--- config.mk ---
export PLATFORM = sky130hd
export DESIGN_NAME = fetch_decode_queue
export DESIGN_NICKNAME = d
export VERILOG_FILES = /design/src/rtl/fetch_decode_queue.sv
export SDC_FILE = /design/constraint.sdc
export NUM_CORES = 1
export LEC_CHECK = 0
export CORE_UTILIZATION = 35
export CTS_CLUSTER_DIAMETER = 100
export DETAILED_ROUTE_END_ITERATION = 12
export GPL_ROUTABILITY_DRIVEN = 0
export SLEW_MARGIN = 20
export SYNTH_ARGS = -nofsm -noshare
export SYNTH_HDL_FRONTEND = slang
export SYNTH_SLANG_ARGS = --single-unit
export TNS_END_PERCENT = 1
--- constraint.sdc ---
create_clock -name clk_i -period 6.3 [get_ports clk_i]
set_clock_uncertainty 0.1 [all_clocks]
set_input_delay 1.26 -clock clk_i [delete_from_list [all_inputs] [get_ports clk_i]]
set_output_delay 1.26 -clock clk_i [all_outputs]
set_load 0.02 [all_outputs]
--- src/rtl/fetch_decode_queue.sv ---
// fetch_decode_queue: fetch-to-decode instruction queue that holds PC/instruction
// pairs in strict FIFO order. Every entry takes one registered cycle to reach the
// decode side, and there is no same-cycle bypass. flush_i discards all queued
// entries. rst_i is a synchronous, active-low reset that also clears the storage.
module fetch_decode_queue #(
  parameter int DEPTH = 4,
  parameter int XLEN  = 32
) (
  input  logic                   clk_i,
  input  logic                   rst_i,
  input  logic                   flush_i,
  input  logic                   fetch_valid_i,
  input  logic [XLEN-1:0]        fetch_pc_i,
  input  logic [XLEN-1:0]        fetch_instruction_i,
  output logic                   fetch_ready_o,
  output logic                   decode_valid_o,
  output logic [XLEN-1:0]        decode_pc_o,
  output logic [XLEN-1:0]        decode_instruction_o,
  input  logic                   decode_ready_i,
  output logic [$clog2(DEPTH):0] count_o
);

  localparam int PTR_W = $clog2(DEPTH);
  localparam int CNT_W = PTR_W + 1;
  localparam logic [CNT_W-1:0] FULL_COUNT = CNT_W'(DEPTH);

  logic [XLEN-1:0]  pc_mem    [DEPTH];
  logic [XLEN-1:0]  instr_mem [DEPTH];
  logic [PTR_W-1:0] rd_ptr;
  logic [PTR_W-1:0] wr_ptr;
  logic [CNT_W-1:0] count;

  logic not_full;
  logic not_empty;
  logic push;
  logic pop;

  // Handshake qualification. The ready and valid outputs depend only on the
  // registered occupancy (and on rst_i for ready). The other inputs reach them
  // through no combinational path.
  always_comb begin
    not_full       = (count != FULL_COUNT);
    not_empty      = (count != '0);
    fetch_ready_o  = rst_i && not_full;
    decode_valid_o = not_empty;
    push           = fetch_valid_i && fetch_ready_o && !flush_i;
    pop            = decode_valid_o && decode_ready_i && !flush_i && rst_i;
  end

  // Pointer and occupancy tracking. Reset takes priority over flush, and flush
  // takes priority over push and pop. A full queue cannot push while it pops,
  // because fetch_ready_o already reflects the full state.
  always_ff @(posedge clk_i) begin
    // NOTE: sequential state is updated with non-blocking assignments only, so
    // every always_ff reads the pre-edge values regardless of evaluation order.
    if (!rst_i) begin
      rd_ptr <= '0;
      wr_ptr <= '0;
      count  <= '0;
    end else if (flush_i) begin
      rd_ptr <= '0;
      wr_ptr <= '0;
      count  <= '0;
    end else begin
      if (push) begin
        wr_ptr <= wr_ptr + PTR_W'(1);
      end
      if (pop) begin
        rd_ptr <= rd_ptr + PTR_W'(1);
      end
      case ({push, pop})
        2'b10:   count <= count + CNT_W'(1);
        2'b01:   count <= count - CNT_W'(1);
        default: count <= count;
      endcase
    end
  end

  // Entry storage. The write pointer selects the slot that a push fills.
  always_ff @(posedge clk_i) begin
    // NOTE: the storage array is reset explicitly so that no stale entry remains
    // after reset. This is why it is not left as an unreset RAM.
    if (!rst_i) begin
      for (int i = 0; i < DEPTH; i++) begin
        pc_mem[i]    <= '0;
        instr_mem[i] <= '0;
      end
    end else if (push) begin
      pc_mem[wr_ptr]    <= fetch_pc_i;
      instr_mem[wr_ptr] <= fetch_instruction_i;
    end
  end

  // Head presentation. The head is gated to zero when the queue is empty. After
  // a flush, stale slot contents therefore never reach decode.
  always_comb begin
    decode_pc_o          = '0;
    decode_instruction_o = '0;
    if (not_empty) begin
      decode_pc_o          = pc_mem[rd_ptr];
      decode_instruction_o = instr_mem[rd_ptr];
    end
  end

  assign count_o = count;

endmodule

# --- After elaboration in Yosys (flattened, before gate mapping) ---
# Memories as Yosys holds them, arrays and structs flattened. A register that Yosys moved wholly into a read port is not among the register bits.
# Cells that the tools add are included.
classes:
  addsub: 4
  n_eq_ne: 3
  n_mux: 17
  bitwise: 1
  n_reduce_logical: 12
ops:
  columns: ["cell", "n"]
  rows:
  - ["32-bit two-way mux", 4]
  - ["32-bit OR reduction", 2]
  - ["2-bit two-way mux", 6]
  - ["1-bit logical AND", 6]
  - ["1-bit two-way mux", 6]
  - ["3-bit one-hot mux with 2 select lines", 1]
  - ["2-bit by 1-bit adder with 2-bit output, second input constant", 2]
  - ["3-bit by 1-bit adder with 3-bit output, second input constant", 1]
  - ["3-bit != test, second input constant", 1]
  - ["3-bit nonzero test", 1]
  - ["3-bit by 1-bit subtractor with 3-bit output, second input constant", 1]
  - ["2-bit by 1-bit equality test with 1-bit output, second input constant", 1]
  - ["2-bit equality test, second input constant", 1]
  - ["2-bit nonzero test", 1]
  - ["2-bit OR reduction", 1]
  - ["1-bit zero test", 1]
  - ["1-bit inverter", 1]
totals:
  reg_bits: 7
  mem_bits_rw: 256
  n_memories: 2
mem_list:
  columns: ["name", "words", "word_bits", "rd", "rd_ports_with_merged_regs", "write_ports", "line_no", "rtl"]
  rows:
  - ["instr_mem", 4, 32, 1, 1, 4, "28", "logic [XLEN-1:0] instr_mem [DEPTH];"]
  - ["pc_mem", 4, 32, 1, 1, 4, "27", "logic [XLEN-1:0] pc_mem [DEPTH];"]

# --- Depth between registers and ports, before layout ---
logic_depth:
  word_depth: 9
  mapped_depth: 10

# --- Worst setup path before layout ---
# OpenSTA, ideal clock, no wires.
synth_path:
  path_kind: "in2reg"
  from: "input flush_i"
  to: "memory instr_mem[3][0] (enable)"
  t_arrival_ps: 5894
  setup_slack_ps: -268
  path_stages: 2
  cell_sequence: "nand2b_1 o21ai_0"
synth_rtl:
  columns: ["item", "line_no", "rtl"]
  rows:
  - ["start: declaration", "11", "input logic flush_i,"]
  - ["end: declaration", "28", null]

==> impl_results.md <==
- Synth Instances: 742
- Area leader, netlist: edfxtp_1
- Layout overhead on the synthesized area: 21.6%
- Int Pwr: 0.00309 W
- Leading post-synthesis cells by cell area: edfxtp_1, and2_1, mux4_2
- Final routed DRC violation total: 0
- Clock transition at the registers of the reported paths: approximately 0.06 ns
- DRT Pass-1 Iters: 4
- Max Fanout on Critical Path: 35
- Number of fill cells: 3,040
- Fraction of power spent switching nets: 0.204
- Avg WL per Cell: 19.6 um
- Root buf cell: clkbuf_16
- Most numerous cell in the Yosys netlist: and2_1
- Critical Path Start Type: register
- Number of instances resized during post-cts repair: 0
- Final WL: 26.3 mm
- Critical-path cell with the highest stage delay: dfxtp_4
- Final hold viol count: 0
- Detailed router's first-iteration violation count: 353
- Final layout net count: 943
- Cell class contributing the biggest share of worst-path delay: buffers and inverters
- Clock buffer count from CTS: 29
- Fraction of layout instances using a drive strength above 1: 0.142
- Maximum operating frequency: 0.228 GHz
- Worst ir drop on vdd: ~170 uV
- First-pass GRT wire length: 39.9 mm
- Number of post-CTS setup repair buffers: 0
- Synthesized area per cell: 16.2 um^2
- Fraction of registers with async set or reset after synthesis: 0
- Synth unique cells: 34
- Synthesized Nets: 813
- Ratio of routed vias to standard cells: roughly 4.7
- Switching Power: 0.000791 W
- Die boundary height: 188 um
- Global Route met1 Usage: 0.198
- Overall power consumption: 0.00388 W
- DIE AREA: 0.0352 mm^2
- Hold Slack: 0.433 ns
- Post-synthesis adder-cell area fraction: 0.00270
- Final period util: 0.695
- Xor and xnor fraction of the mapped netlist area: 0.00291
- Status: finished clean
- Seq pwr share: 0.524
- Slew margin rel.: 0.282
- Logic gate share of total power: 0.054
- Compound-Gate Fraction of Synth Area: 0.00363
- Horizontal die dimension: roughly 190 um
- Clock sink total: between 200 and 300
- Overall Global Routing Usage: 0.150
- Total congestion overflow: 0
- Number of rows created at floorplan: 67
- Number of enable flip-flop cells after synthesis: 256
- Most used flip-flop cell after synthesis: edfxtp_1
- Maxcap violations: 0
- M2 GR Usage: 0.254
- Routing usage on met3: 0.0324
- Total negative slack for setup checks: 0 ns
- Count of buffers from port buffering: 137
- Maximum number of pins on one net before global-route repair: 66
- Multiplexer share of the synthesized area: 0.120
- PD cells: 265 mW/mm^2
- Core region area: 0.0337 mm^2
- Worst path max stage delay: 0.80 ns
- Data arrival time of the critical path: 3.02 ns
- Synth Warn #: 0
- Shortest clock period the worst path allows after layout: 4.38 ns
- Share of synthesized area occupied by flip-flops and latches: 0.653
- CP required: 4.94 ns
- Finished Layout Cells: 1,344
- Dpl cells: 1,289
- HPWL after detailed placement: 13.6 mm
- Clock Latency Late Sink: 0.53 ns
- Via count of the first global-routing pass: slightly below 7,000
- Antenna viol nets, final: 0
- Finished layout cell area: 0.0147 mm^2
- Simple-gate area share of the yosys netlist: 0.184
- Clock tree buffer depth: 3
- Commonest cells in the netlist: and2_1, edfxtp_1, mux4_2
- Number of top-level design ports: 138
- Antenna violations before repair: 0
- RSZ-0062 raised after global routing: false
- Syn Std Cell Area: about 0.012 mm^2
- Slew at the pin closest to its max-slew limit: 1.08 ns
- Relative contribution of the clock network to total power: 0.422
- Kind of end point of the critical path: output port
- Yosys reg bits: 265
- Buf+Inv Stages, Crit Path: 2
- Total number of vias: 6,373
- Total number of H-tree levels: 1
- Area fraction of the dominant cell type after synthesis: 0.638
- Hold crit path type: register to register
- Final max-slew violation count: 0
- Classification of the worst setup path: register to output port
- Worst path cell trace: buf_12, mux4_2, and2_1, clkdlybuf4s50_1
- Area after DPL: 0.0137 mm^2
- Main combinational cell family by area after synthesis: simple AND/OR/NAND/NOR gates
- Busiest layer in global routing: met2
- Leak pwr: 5.13 nW
- Initial core utilization: 0.358
- Final setup viols: 0
- CTS tree: yes
- Hold buffer count at CTS: 0
stage by stage:
step / util / worst slack (ns)
detailed placement: 0.408 / 2.05
finish: 0.435 / 1.92
global route: 0.435 / 1.70
floorplan: - / 1.46
CTS: 0.435 / 1.80
global placement: 0.408 / 2.03
worst paths after layout:
kind | from | end | cells after the start | slack (ns)
hold reg to reg | rd_ptr[1]$_SDFFE_PP0P_ | rd_ptr[1]$_SDFFE_PP0P_ | 2 | 0.43
hold / removal | rd_ptr[1]$_SDFFE_PP0P_ | rd_ptr[1]$_SDFFE_PP0P_ | 2 | 0.43
setup reg to reg | count_o[0]$_SDFFE_PP0P_ | pc_mem[2][18]$_SDFFCE_PN0P_ | 4 | 3.77
setup / recovery | register | decode_pc_o[31] | 4 | 1.92
cell type report:
| class | instances | area, um^2 | share of cell area |
|---|---|---|---|
| inverters | 4 | 15.0 | 0.00102 |
| flip-flops and latches | 265 | 7880 | 0.537 |
| multi-input cells | 424 | 3830 | 0.261 |
| clock inverters | 12 | 130 | 0.00888 |
| clock buffers | 41 | 781 | 0.0533 |
| diodes | 2 | 5.00 | 0.000341 |
| repair buffers | 148 | 1470 | 0.100 |
| well taps | 448 | 561 | 0.0382 |
power groups by stage:
| stage | Clock [W] | Combinational [W] | Sequential, W |
|---|---|---|---|
| global placement | 0 | 0.000214 | 0.00207 |
| finish | 0.00164 | 0.000210 | 0.00203 |
| detailed placement | 0 | 0.000215 | 0.00207 |
| floorplan | 0 | 0.000108 | 0.00207 |
| CTS | 0.00168 | 0.000216 | 0.00204 |
| global route | 0.00175 | 0.000228 | 0.00204 |
flip-flops by register name (all words and copies together) (netlist names), named ones only:
register	flops
wr_ptr	2
count_o	3
pc_mem	128
instr_mem	128
rd_ptr	2
cell families (layout without fill, tap and decap cells):
logic type	count (synthesis)	count (layout)
AOI/OAI and AO/OA	7	7
adders and majority gates	2	2
muxes	65	65
other	0	2
DFF	265	265
xor gates and xnor gates	4	4
buffers and inverters	53	205
and+or+nand+nor	346	346
metal layers:
layer	part of all wire	vias to the layer above
li1	-	2955
met5	0	-
met2	0.48	162
met3	0.057	35
met4	0.017	0
met1	0.44	3221
placed cells by master, fill, tap and decap left out, types with 2 or more instances in the layout:
cell,instances
and2_1,322
edfxtp_1,256
clkdlybuf4s50_1,137
mux4_2,64
clkbuf_16,29
clkbuf_1,11
buf_4,10
nor2_1,7
dfxtp_1,7
clkinv_2,5
inv_1,4
xor2_1,4
clkinv_1,4
nand2b_4,3
bufinv_16,3
diode_2,2
nor4b_4,2
a21oi_1,2
dfxtp_4,2
worst register-to-register path: cells and delay by family, from the launching register on:
kind,cells,cell delay (ns)
flip-flops,1,0.52
AND/OR/NAND/NOR,3,1.13
buffers and inverters,1,0.45
No activity file was read; power rests on OpenSTA's default activity.
